===== src/rtl/and_64bit_pkg.sv =====
// Shared constants for the Y86-64 SEQ ALU slice: word width and ALU function codes.
package and_64bit_pkg;

    localparam int unsigned WORD_W = 64;

    // Y86-64 OPq ifun encodings; the AND select drives and_64bit.enable upstream.
    localparam logic [3:0] ALU_ADD = 4'h0;
    localparam logic [3:0] ALU_SUB = 4'h1;
    localparam logic [3:0] ALU_AND = 4'h2;
    localparam logic [3:0] ALU_XOR = 4'h3;

    function automatic logic is_and_op(input logic [3:0] ifun);
        return ifun == ALU_AND;
    endfunction

endpackage


===== src/rtl/and_64bit_and_bit.sv =====
// Single-bit AND cell built from a gate primitive; replicated across the word by and_64bit.
module and_bit (
    input  logic a,
    input  logic b,
    output logic y
);

    and u_and (y, a, b);

endmodule


===== src/rtl/and_64bit.sv =====
// Registered bitwise AND unit; output is zero when disabled so it can be OR-merged with sibling units.
module and_64bit
    import and_64bit_pkg::*;
#(
    parameter int unsigned WIDTH = WORD_W
) (
    input  logic             clk,
    input  logic             rst,
    output logic [WIDTH-1:0] Out,
    input  logic [WIDTH-1:0] A,
    input  logic [WIDTH-1:0] B,
    input  logic             enable
);

    logic [WIDTH-1:0] raw;
    logic [WIDTH-1:0] gated;

    for (genvar i = 0; i < WIDTH; i++) begin : g_bit
        and_bit u_and_bit (
            .a (A[i]),
            .b (B[i]),
            .y (raw[i])
        );
    end

    assign gated = raw & {WIDTH{enable}};

    always_ff @(posedge clk or posedge rst) begin
        if (rst) begin
            Out <= '0;
        end else begin
            Out <= gated;
        end
    end

endmodule


===== config.mk =====
export PLATFORM = sky130hd
export DESIGN_NAME = and_64bit
export DESIGN_NICKNAME = d
export VERILOG_FILES = /design/src/rtl/and_64bit_pkg.sv /design/src/rtl/and_64bit_and_bit.sv /design/src/rtl/and_64bit.sv
export SDC_FILE = /design/constraint.sdc
export NUM_CORES = 1
export LEC_CHECK = 0
export BUFFER_PORTS_ARGS = -buffer_cell sky130_fd_sc_hd__buf_2
export CAP_MARGIN = 20
export CORE_MARGIN = 2
export CORE_UTILIZATION = 39
export CTS_CLUSTER_DIAMETER = 50
export DETAILED_ROUTE_END_ITERATION = 10
export MAX_ROUTING_LAYER = met4
export PLACE_DENSITY = 0.8
export SYNTH_ARGS = -nofsm -noshare
export SYNTH_HDL_FRONTEND = slang
export SYNTH_SLANG_ARGS = --single-unit

===== constraint.sdc =====
create_clock -name clk -period 4 [get_ports clk]
set_input_delay 1.2 -clock clk [delete_from_list [all_inputs] [get_ports clk]]
set_output_delay 1.2 -clock clk [all_outputs]
set_load 0.01 [all_outputs]

# == Word-level counts from Yosys, hierarchy flattened ==
# Cells that the tools add are included.
# W data, S select, Z words.
# classes
bitwise_logic,65
# ops
cell,count
$and A1 B1 Y1,64
$and A64 B64 Y64,1
# totals
register_bits,64
output_inout_bits,64
wordCells,66

# == Depth between registers and ports, before layout ==
# depth
ltp_word,2
mapped_depth,2
depth_no_buf,1

# == Hierarchy ==
# A second synthesis with hierarchy kept.
# hier_totals
hier_cells,199
area_unflattened_um2,2516.2
# by_module_without_submodules
module,n_inst,cells_per_inst,area_per_inst_um2
and_64bit,1,135,2115.8
and_bit,64,1,6.3

# == Worst setup path after synthesis ==
# OpenSTA, ideal clock, no wires.
# synth_path
kind,input to register
startpoint,input port enable
endpoint,register Out[0]
setup_ns,0.120
arrival_ns,1.488
path_slack_ns,2.392
cell_stages,2
path_buffers,1
path_cell_list,buf_2 and3_2
# synth_via
elab_chain_len,1
# synth_lines
element,line_no,rtl
from (decl),and_64bit.sv:12,input logic enable
$and A64 B64 Y64,and_64bit.sv:26,assign gated = raw & {WIDTH{enable}};
net gated[0],and_64bit.sv:16,logic [WIDTH-1:0] gated;
to (signal assigned),and_64bit.sv:32,Out <= gated;
to (decl),and_64bit.sv:9,"output logic [WIDTH-1:0] Out,"
# The timed path passes the listed nets, and every way through them passes these cells.

# == Worst setup path in the final report ==
# layout_path
startpoint,register Out[11]
endpoint,output port Out[11]
# No word-level cell between the ends.

==> impl_metrics.ini <==
[detailed_routing]
route.detailed.vias_per_inst = 4.39
routed_wire_length_per_instance_um = 13.2
drt_pass1_iterations = 4
drt-initial-drc-count = 42
route.final.wire_length_mm = 5.38
drtAntennaViolNets = 0
drc_errors = 0
via_count = 1797

[yosys]
synthesis.yosys.warnings = 0
synth-adder-area-share = 0
synth_compound_gate_area_share = 0
synth.mux.area_fraction = 0
yosys.area_share.simple = 0.227
synth.lib_cells_used.distinct = 4
post_synth.cell_area_avg_um2 = 15.7
syn-cell-area_um2 = 2120
synth_xor_xnor_area_share = 0
ys_ff_latch = 64
largest_family_of_logic_cells_by_synthesized_area = simple AND/OR/NAND/NOR gates
yosysSeqAreaShare = 0.757
postSynthCellCount = 135
postSynthNetCount = 266

[worst_setup_path]
path_class = flip-flop to primary output
critPathRequiredTime_ns = 2.80
critical_path_buf_inv_count = 1
startpoint_type = flip-flop
path_delay_family = flip-flops
slowest_delay_ns = 0.38
worstSetupEndpoint = Out[11]
critical_path.slowest_cell = sky130_fd_sc_hd__dfrtp_1
cp_depth = 1
crit_path_cell_trace = buf_2
critical_path.startpoint = Out[11]
cp.arrival_ns = 0.85
end_kind = primary output
worst-path-max-fanout = 1

[clocking]
hold_buffers = 0
tritoncts = done
cts_made_buffers = 9
cts-htree-levels = 3
post-cts-setup-buffers = 0
clock-sinks = 64
clk_path_buf_depth = 2
path_clk_slew_ns = 0.06
cts-resized-gates = 0
cts.root.buffer_cell = sky130_fd_sc_hd__clkbuf_8

[floorplan]
fp.dieArea_um2 = 6030
die_height_um = 77.7
placementRows = 26
die_width_um = 77.7
floorplan.io_pins = 195
initial_utilization = 0.409
coreArea_um2 = 5170

[worst_hold_path]
worst_hold_path_type = input pin to async pin

[pwr]
power.share.sequential = 0.546
power.combinational.fraction = 0.113
reported_leakage_power_uw = 0.00212
peakVddDrop_mv = 0.234
switchingPower_uw = 269
clockPowerShare = 0.341
swShare = 0.217
powerDensity_nw_per_um2 = 376
internal_power_uw = 972

[placed_design]
routabilityCongestion = 0.746
numPortBuffers = 194
placement.setup.worst_slack_ns = 1.70
dpl.hpwl_mm = 4.26

[cells_and_area]
num-fill-cells = 423
drive_above_1_share = 0.796
reg.largest.list = Out: 64 flops
flip_flop_count_of_the_largest_register_after_layout = 64
synthToLayoutAreaGrowth_pct = 55.9
layout.cells.most_common = sky130_fd_sc_hd__buf_2
commonest_cells_after_routing_fill_and_taps_aside = sky130_fd_sc_hd__buf_2 (194), sky130_fd_sc_hd__dfrtp_1 (64), sky130_fd_sc_hd__and3_2 (64)
design.final.nets = 466
multi_input_area_um2 = 480
top_register = Out
ff_latch_area_um2 = 1600
antenna_cells = 0

[timing]
timing.final.ws_setup_ns = 1.95
tns_ns = 0
timing.max_slew.rel_slack = 0.381
drv_slew = 0
finalHoldViolCount = 0
grt_setup_unrepaired = false
timing.final.crit_period_ns = 2.05
timing.final.crit_share = 0.512
setup-violations-final = 0
fmaxAchievable_ghz = 0.488
tightestPinTransition_ns = 0.927

[run]
max_cap_violations = 0

[global_routing]
grt_pass1_wl_mm = 8.45
grt_max_degree = 65
groute.usage.overall = 0.191
grt_pass1_vias = 1868
globalRouteOverflowTotal = 0
antenna_found_initial = 0

[run_status]
status = complete, no violations
[metrics by stage]
step	instance area (µm²)	hold slack, ns	total power, µW	std cells	utilization
3_5_place_dp	3150	1.46	832	394	0.609
5_1_grt	3300	1.12	1310	409	0.638
2_1_floorplan	2120	1.37	740	135	-
6_report	3300	1.09	1240	409	0.638
4_1_cts	3300	1.11	1270	409	0.638
3_3_place_gp	3150	1.44	827	394	0.609
[worst min path at each step]
stage	from	endpoint	slack (ns)	depth (start not counted)
after global placement	rst	Out[15]	1.44	2
after CTS	rst	Out[40]	1.11	2
after floorplan	enable	Out[31]	1.37	1
after global routing	B[44]	Out[44]	1.12	2
after detailed placement	B[1]	Out[1]	1.46	2
final	rst	Out[40]	1.09	2
[logic make-up after synthesis]
group | count (synthesis)
buffers and inverters | 7
and+or+nand+nor | 64
DFF | 64
[final cells by class]
type,count,area share
clock buffers,14,0.0432
flip-flops and latches,64,0.485
multi-input cells,64,0.146
inverters,1,0.00114
well taps,70,0.0265
clock inverters,1,0.00152
repair buffers,195,0.297
[power by group through the flow]
stage               combinational [µW]  sequential [µW]  clock (µW)
floorplan                         36.5              704           0
global placement                   139              689           0
detailed placement                 143              689           0
CTS                                143              678         447
global route                       156              680         476
finish                             140              678         422
[synthesized netlist by cell type]
cell,n,share of area
sky130_fd_sc_hd__inv_1,1,0.0018
sky130_fd_sc_hd__and3_2,64,0.23
sky130_fd_sc_hd__dfrtp_1,64,0.76
sky130_fd_sc_hd__buf_2,6,0.014
[layer usage]
layer,wire length [µm],GRT usage
met1,1890,0.201
met2,2790,0.327
met3,602,0.0570
met4,104,0.0946
met5,0,-
(Power assumes the default switching activity.)
